===== config.mk =====
export PLATFORM = sky130hd
export DESIGN_NAME = i2c_req_arbiter
export DESIGN_NICKNAME = d
export VERILOG_FILES = /design/src/rtl/i2c_req_arbiter.sv
export SDC_FILE = /design/constraint.sdc
export NUM_CORES = 1
export LEC_CHECK = 0
export CAP_MARGIN = 30
export CORE_ASPECT_RATIO = 0.7
export CORE_UTILIZATION = 46
export DETAILED_ROUTE_END_ITERATION = 7
export PLACE_DENSITY_LB_ADDON = 0.08
export SLEW_MARGIN = 10
export SYNTH_ARGS = -nofsm -noshare
export SYNTH_HDL_FRONTEND = slang
export SYNTH_SLANG_ARGS = --single-unit
export TNS_END_PERCENT = 50

===== constraint.sdc =====
create_clock -name clock -period 5.7 [get_ports clock]
set_clock_uncertainty 0.05 [all_clocks]
set_input_delay 1.14 -clock clock [delete_from_list [all_inputs] [get_ports clock]]
set_output_delay 1.14 -clock clock [all_outputs]
set_load 0.03 [all_outputs]

===== src/rtl/i2c_req_arbiter.sv =====
// Round-robin arbiter sharing one I2C byte-transaction master among NREQ requesters,
// with a saturating watchdog that aborts transactions the master never completes.
module i2c_req_arbiter #(
  parameter int NREQ    = 4,
  parameter int ASIZE   = 7,
  parameter int DSIZE   = 8,
  parameter int TIMEOUT = 200000
) (
  input  logic                  clock,
  input  logic                  rst,
  input  logic [NREQ-1:0]       req_valid,
  input  logic [NREQ-1:0]       req_rw,
  input  logic [NREQ*ASIZE-1:0] req_dev,
  input  logic [NREQ*8-1:0]     req_reg,
  input  logic [NREQ*DSIZE-1:0] req_wdata,
  output logic [NREQ-1:0]       req_ready,
  output logic [NREQ-1:0]       rsp_valid,
  output logic [DSIZE-1:0]      rsp_rdata,
  output logic [1:0]            rsp_err,
  output logic                  m_start,
  output logic                  m_rw,
  output logic [ASIZE-1:0]      m_dev,
  output logic [7:0]            m_reg,
  output logic [DSIZE-1:0]      m_wdata,
  output logic                  m_abort,
  input  logic                  m_done,
  input  logic                  m_nack,
  input  logic [DSIZE-1:0]      m_rdata,
  output logic                  busy
);

  localparam int PW = $clog2(NREQ);
  localparam int WW = $clog2(TIMEOUT);
  localparam logic [WW-1:0]   WD_LAST  = WW'(TIMEOUT - 1);
  localparam logic [PW-1:0]   LAST_REQ = PW'(NREQ - 1);
  localparam logic [NREQ-1:0] ONE_HOT0 = NREQ'(1);

  typedef enum logic [1:0] {S_IDLE, S_ISSUE, S_WAIT, S_RESP} state_e;

  state_e           state_q, state_d;
  logic [PW-1:0]    rr_ptr_q, rr_ptr_d;
  logic [PW-1:0]    gnt_q, gnt_d;
  logic [WW-1:0]    wd_q, wd_d;
  logic             m_rw_q, m_rw_d;
  logic [ASIZE-1:0] m_dev_q, m_dev_d;
  logic [7:0]       m_reg_q, m_reg_d;
  logic [DSIZE-1:0] m_wdata_q, m_wdata_d;
  logic [DSIZE-1:0] rdata_q, rdata_d;
  logic [1:0]       err_q, err_d;

  logic             any_req;
  logic [PW-1:0]    pick;
  logic [PW:0]      cand;
  logic             sel_rw;
  logic [ASIZE-1:0] sel_dev;
  logic [7:0]       sel_reg;
  logic [DSIZE-1:0] sel_wdata;
  logic             wd_expired;

  // First pending requester at or after rr_ptr, wrapping modulo NREQ.
  always_comb begin
    any_req = 1'b0;
    pick    = '0;
    cand    = '0;
    for (int unsigned i = 0; i < NREQ; i++) begin
      cand = {1'b0, rr_ptr_q} + (PW+1)'(i);
      if (cand >= (PW+1)'(NREQ)) cand = cand - (PW+1)'(NREQ);
      if (!any_req && req_valid[cand[PW-1:0]]) begin
        any_req = 1'b1;
        pick    = cand[PW-1:0];
      end
    end
  end

  always_comb begin
    sel_rw    = 1'b0;
    sel_dev   = '0;
    sel_reg   = '0;
    sel_wdata = '0;
    for (int unsigned j = 0; j < NREQ; j++) begin
      if (pick == PW'(j)) begin
        sel_rw    = req_rw[j];
        sel_dev   = req_dev[j*ASIZE +: ASIZE];
        sel_reg   = req_reg[j*8 +: 8];
        sel_wdata = req_wdata[j*DSIZE +: DSIZE];
      end
    end
  end

  assign wd_expired = (wd_q == WD_LAST);

  always_ff @(posedge clock) begin
    if (rst) begin
      state_q   <= S_IDLE;
      rr_ptr_q  <= '0;
      gnt_q     <= '0;
      wd_q      <= '0;
      m_rw_q    <= 1'b0;
      m_dev_q   <= '0;
      m_reg_q   <= '0;
      m_wdata_q <= '0;
      rdata_q   <= '0;
      err_q     <= '0;
    end else begin
      state_q   <= state_d;
      rr_ptr_q  <= rr_ptr_d;
      gnt_q     <= gnt_d;
      wd_q      <= wd_d;
      m_rw_q    <= m_rw_d;
      m_dev_q   <= m_dev_d;
      m_reg_q   <= m_reg_d;
      m_wdata_q <= m_wdata_d;
      rdata_q   <= rdata_d;
      err_q     <= err_d;
    end
  end

  always_comb begin
    state_d   = state_q;
    rr_ptr_d  = rr_ptr_q;
    gnt_d     = gnt_q;
    wd_d      = wd_q;
    m_rw_d    = m_rw_q;
    m_dev_d   = m_dev_q;
    m_reg_d   = m_reg_q;
    m_wdata_d = m_wdata_q;
    rdata_d   = rdata_q;
    err_d     = err_q;
    case (state_q)
      S_IDLE: begin
        if (any_req) begin
          gnt_d     = pick;
          m_rw_d    = sel_rw;
          m_dev_d   = sel_dev;
          m_reg_d   = sel_reg;
          m_wdata_d = sel_wdata;
          state_d   = S_ISSUE;
        end
      end
      S_ISSUE: begin
        wd_d    = '0;
        state_d = S_WAIT;
      end
      S_WAIT: begin
        wd_d = (&wd_q) ? wd_q : wd_q + 1'b1;
        // Completion takes priority over a watchdog expiry in the same cycle.
        if (m_done) begin
          rdata_d = (m_rw_q && !m_nack) ? m_rdata : '0;
          err_d   = m_nack ? 2'b01 : 2'b00;
          state_d = S_RESP;
        end else if (wd_expired) begin
          rdata_d = '0;
          err_d   = 2'b10;
          state_d = S_RESP;
        end
      end
      S_RESP: begin
        rr_ptr_d = (gnt_q == LAST_REQ) ? '0 : gnt_q + 1'b1;
        state_d  = S_IDLE;
      end
      default: state_d = S_IDLE;
    endcase
  end

  always_comb begin
    req_ready = '0;
    rsp_valid = '0;
    m_start   = 1'b0;
    m_abort   = 1'b0;
    if (!rst) begin
      if (state_q == S_IDLE && any_req) req_ready = ONE_HOT0 << pick;
      if (state_q == S_RESP)            rsp_valid = ONE_HOT0 << gnt_q;
      m_start = (state_q == S_ISSUE);
      m_abort = (state_q == S_WAIT) && !m_done && wd_expired;
    end
    busy      = (state_q != S_IDLE);
    m_rw      = m_rw_q;
    m_dev     = m_dev_q;
    m_reg     = m_reg_q;
    m_wdata   = m_wdata_q;
    rsp_rdata = rdata_q;
    rsp_err   = err_q;
  end

endmodule

==> impl_metrics.yaml, run 1 <==
sta:
  max_slew_margin: 0.4237
  tightest_slew_ns: 0.8565
  finalHoldViolCount: 0
  fin_crit_ns: 4.943
  fin_crit_sh: 0.8672
  finalMaxSlewViolations: 0
  fmax_ghz: 0.2023
  rsz0062_at_grt: "no"
  setup_tns_ns: 0
  setup_violations: 0
synth:
  ys_seq_elements: 58
  synthTopCellsByArea: "dfxtp_1 33%, a211oi_1 11%, and3_1 9.9%"
  postSynthCellCount: 434
  yosys.area.top_type: "dfxtp_1"
  syn-cell-area_um2: 3536
  ys.flop_type: "dfxtp_1"
  yosys.area.top_type_share: 0.3284
  async_flop_share: 0
  synthesis.nets: 556
  yosysUniqueCellTypes: 55
  synth_edf_count: 0
  syn_avg_cell_area_um2: 8.147
  ys_seq_area_frac: 0.3284
  yosys_warnings: 0
die:
  start_util: 0.4809
  die_x_um: 106.8
  ios: 157
  fp.dieH_um: 75.36
  dieArea_um2: 8047
  rows: 26
  core_um2: 7352
clocking:
  h-tree-depth: 3
  cts-root-buf: "clkbuf_8"
  clk_pin_slew_ns: 0.07
  cts_tree: "yes"
  cts_resized: 0
  cts_buffer_depth: 2
  numCtsBuffers: 9
  clk_latency_ns: 0.34
  cts_num_sinks: 58
  post-cts-setup-buffer-count: 0
  cts_hold_buffers: 0
detailed_routing:
  viasPerCell: 5.855
  totalWireLength_mm: 11.19
  ant_nets: 0
  drc: 0
  drt-initial-drc-count: 224
  wl_per_cell_um: 16.51
  firstDrtPassIters: 5
  dr_total_vias: 3970
job:
  drv_cap: 0
finish:
  largest_register_ffs: 18
  fin_nets: 698
  diodes: 0
  final_cell_mix: "156 x clkdlybuf4s50_1, 58 x dfxtp_1, 56 x and3_1, 54 x nand2_1, 51 x a211oi_1"
  syn_to_final_growth_pct: 50.64
  top_register: "wd_q"
  drive_gt1_frac: 0.06034
  final_util: 0.7245
  mostFrequentLayoutCell: "clkdlybuf4s50_1"
setup_path:
  crit_path_start_kind: "primary input"
  reg2regPathDepth: 6
  critPathLaunch: "req_valid[0]"
  arrival_ns: 3.75
  r2r_end: "wd_q[3]"
  reg2reg_from: "state_q[0]"
  critPathCaptureType: "primary output"
  crit_path_end: "req_ready[3]"
  crit_fanout: 49
  rrSetupSlack_ns: 3.13
  cp.required_ns: 4.51
  critPathKind: "in -> out"
grt:
  grt-ovfl-total: 0
  grt_pass1_vias: 3493
  grt_max_degree: 50
  antenna_found_initial: 0
  grt_first_pass_wirelength_mm: 17.17
  track_usage: 0.2746
min_path:
  hp-class: "reg -> reg"
  min_from: "m_wdata[7]"
power_and_ir_drop:
  leakage_nw: 2.018
  irDropWorstVdd_uv: 168.1
  powerDensity_nw_per_um2: 320.9
placed_design:
  portBuffers: 156
  gp_congestion: 0.9558
  hpwl_mm: 8.308
outcome:
  status: "finished, final reports clean"
## cells by family after synthesis
| group | synth area share |
|---|---|
| AOI/OAI and AO/OA | 0.2551 |
| adders and majority gates | 0.03539 |
| buffers and inverters | 0.05944 |
| muxes | 0.03751 |
| DFF | 0.3284 |
| and+or+nand+nor | 0.2792 |
| xor gates and xnor gates | 0.004955 |
## cell usage after synthesis, types with 4 or more instances
cell / n
or3_1: 4
a21oi_1: 14
nor2_1: 19
or4_1: 4
nor2b_1: 5
nand3_1: 11
o21ai_0: 9
a211o_1: 4
o31ai_1: 27
dfxtp_1: 58
and3_1: 56
nand2_1: 54
inv_1: 11
nor3_1: 7
a211oi_1: 51
ha_1: 10
and2_1: 4
mux2i_1: 11
clkbuf_1: 15
buf_2: 9
## power by group
group	internal, mW	switching [mW]	total [mW]
registers	0.482	0.0511	0.533
logic	0.336	0.459	0.796
clock network	0.210	0.171	0.381
total	1.03	0.682	1.71
## worst min-delay path by stage
| stage | endpoint | slack, ns | depth (start not counted) |
|---|---|---|---|
| 2_1_floorplan | wd_q[15] | 0.41 | 2 |
| 3_3_place_gp | m_wdata[7] | 0.39 | 2 |
| 3_5_place_dp | m_wdata[4] | 0.39 | 2 |
| 4_1_cts | m_wdata[7] | 0.40 | 2 |
| 5_1_grt | m_wdata[4] | 0.43 | 2 |
| 6_report | m_wdata[7] | 0.40 | 2 |
## critical path, stage by stage
cell and delay [ns]:
clkdlybuf4s50_1 0.50, nor2b_1 0.21, or4_4 0.74, nand2_4 0.28
and3_1 0.19, clkdlybuf4s50_1 0.68
## per-stage QoR
step / cells / cell area [um2] / hold slack [ns] / power (mW) / setup WS (ns)
after CTS: 677 / 5311 / 0.4049 / 1.708 / 0.6552
final: 678 / 5326 / 0.4003 / 1.709 / 0.7570
after global routing: 678 / 5326 / 0.4301 / 1.805 / 0.6733
after floorplan: 434 / 3536 / 0.4106 / 1.016 / 1.744
after global placement: 661 / 5107 / 0.3863 / 1.313 / 0.7045
after detailed placement: 662 / 5119 / 0.3930 / 1.328 / 0.6511
## area by class of cell
type | count | area [um2]
Clock inverter | 5 | 55.05
Fill cell | 601 | 2026
Clock buffer | 10 | 137.6
Sequential cell | 58 | 1161
Timing Repair Buffer | 164 | 1633
Multi-Input combinational cell | 332 | 2176
Tap cell | 98 | 122.6
Inverter | 11 | 41.29
## per-layer routing
metal  wire length [um]  vias up  global-route usage
met2               5045      196              0.4222
met1               4965     1844              0.3729
met4                210        0             0.09741
li1                   -     1914                   -
met3                970       16             0.07784
met5                  0        -                   0
Power figures use the tool's default switching activity.
==> run 2: changes to the inputs <==
--- a/config.mk
+++ b/config.mk
@@ -6,7 +6,6 @@
 export NUM_CORES = 1
 export LEC_CHECK = 0
 export CAP_MARGIN = 30
-export CORE_ASPECT_RATIO = 0.7
 export CORE_UTILIZATION = 46
 export DETAILED_ROUTE_END_ITERATION = 7
 export PLACE_DENSITY_LB_ADDON = 0.08
==> run 2 against run 1 <==
Compared with the run above: first-iteration DRC count shrank 30%; clock-buffer cell count shrank 1; sequential share of layout area grew 0.19 points; critical path type unchanged.
==> impl_metrics.yaml, run 2 (synthesis gave the netlist of run 1 again) <==
clocking:
  cts_num_sinks: 58
  cts_tree: "yes"
  cts-root-buf: "clkbuf_8"
  h-tree-depth: 3
  numCtsBuffers: 9
  cts_resized: 0
  cts_buffer_depth: 2
  post-cts-setup-buffer-count: 0
  clk_latency_ns: 0.34
  clk_pin_slew_ns: 0.06
  cts_hold_buffers: 0
detailed_routing:
  wl_per_cell_um: 15.66
  totalWireLength_mm: 10.64
  dr_total_vias: 3898
  ant_nets: 0
  viasPerCell: 5.741
  drt-initial-drc-count: 156
  drc: 0
  firstDrtPassIters: 4
sta:
  fin_crit_sh: 0.8890
  finalHoldViolCount: 0
  rsz0062_at_grt: "no"
  tightest_slew_ns: 0.8070
  fmax_ghz: 0.1973
  setup_violations: 0
  layout_setup_ws_ns: 0.6326
  finalMaxSlewViolations: 0
  timing.hold.ws_ns: 0.4040
  fin_crit_ns: 5.067
  max_slew_margin: 0.4570
  setup_tns_ns: 0
setup_path:
  reg2reg_from: "state_q[0]"
  rrSetupSlack_ns: 3.25
  critPathKind: "in -> out"
  r2r_end: "wd_q[4]"
  arrival_ns: 3.88
  critPathCaptureType: "primary output"
  crit_path_start_kind: "primary input"
  reg2regPathDepth: 6
  cp.required_ns: 4.51
  crit_fanout: 14
die:
  ios: 157
  die_x_um: 89.68
  fp.dieH_um: 89.68
  rows: 31
  core_um2: 7331
  dieArea_um2: 8042
  start_util: 0.4823
power_and_ir_drop:
  irDropWorstVdd_uv: 195.5
  powerDensity_nw_per_um2: 309.2
  leakage_nw: 2.003
finish:
  final_cell_mix: "156 x clkdlybuf4s50_1, 58 x dfxtp_1, 56 x and3_1, 54 x nand2_1, 51 x a211oi_1"
  drive_gt1_frac: 0.06034
  largest_register_ffs: 18
  diodes: 0
  syn_to_final_growth_pct: 49.33
  fin_nets: 698
  top_register: "wd_q"
  mostFrequentLayoutCell: "clkdlybuf4s50_1"
  final_util: 0.7203
grt:
  track_usage: 0.2726
  grt-ovfl-total: 0
  grt_first_pass_wirelength_mm: 16.69
  antenna_found_initial: 0
  grt_pass1_vias: 3626
  grt_max_degree: 50
placed_design:
  hpwl_mm: 7.959
  pre_cts_slack_ns: 0.6543
  portBuffers: 156
  gp_congestion: 0.8961
min_path:
  holdPathStages: 2
  min_from: "m_wdata[0]"
  hp-class: "reg -> reg"
  min_to: "m_wdata[0]"
job:
  drv_cap: 0
outcome:
  status: "finished, final reports clean"
[run 2: cell count changes in the layout (fill, tap and decap cells not counted), sizes merged]
cell	change
buf	+1
bufinv	-1
clkbuf	-1
clkdlybuf4s15	-1
clkinv	+2
[run 2: cell type report]
type	count	area [um2]
multi-input combinational	332	2176
fill	565	2051
timing repair buffer	164	1619
sequential	58	1161
clock buffer	9	123.9
tap	99	123.9
inverter	11	41.29
clock inverter	6	35.03
[run 2: critical path, stage by stage]
cell and delay (ns):
clkdlybuf4s50_1 0.52, nor2b_1 0.25, a21boi_0 0.46, o32a_1 0.57, and3_1 0.25, clkdlybuf4s50_1 0.68
[run 2: stage by stage]
stage                     std cells  instance area (um2)  total power, mW
final                           679                 5280            1.632
after global routing            679                 5280            1.734
after CTS                       679                 5280            1.642
after detailed placement        664                 5121            1.320
after global placement          663                 5116            1.307
after floorplan                 434                 3536            1.016
[run 2: report_power, final]
part,internal (mW),total [mW],switching [mW]
logic,0.334,0.782,0.449
registers,0.482,0.532,0.0498
clock network,0.151,0.319,0.167
[run 2: layer usage]
| metal | part of all wire | global-route usage | vias to the layer above |
|---|---|---|---|
| li1 | - | - | 1907 |
| met1 | 0.39 | 0.2971 | 1793 |
| met2 | 0.49 | 0.4649 | 158 |
| met3 | 0.076 | 0.08958 | 40 |
| met4 | 0.045 | 0.1558 | 0 |
| met5 | 0 | 0 | - |
[run 2: how the worst max path moves through the flow]
stage	cells past startpoint	slack (ns)	to	from
finish	6	0.63	req_ready[3]	req_valid[2]
global route	6	0.55	req_ready[3]	req_valid[2]
CTS	6	0.64	req_ready[3]	req_valid[2]
detailed placement	6	0.65	req_ready[3]	req_valid[2]
global placement	6	0.81	req_ready[3]	req_valid[2]
floorplan	6	1.74	req_ready[0]	req_valid[2]
==> run 3: changes to the inputs <==
--- a/config.mk
+++ b/config.mk
@@ -7,6 +7,7 @@
 export LEC_CHECK = 0
 export CAP_MARGIN = 30
 export CORE_UTILIZATION = 46
+export CTS_CLUSTER_SIZE = 12
 export DETAILED_ROUTE_END_ITERATION = 7
 export PLACE_DENSITY_LB_ADDON = 0.08
 export SLEW_MARGIN = 10
==> results of run 3 <==
Final layout, timing and power as in run 2 (identical DEF).
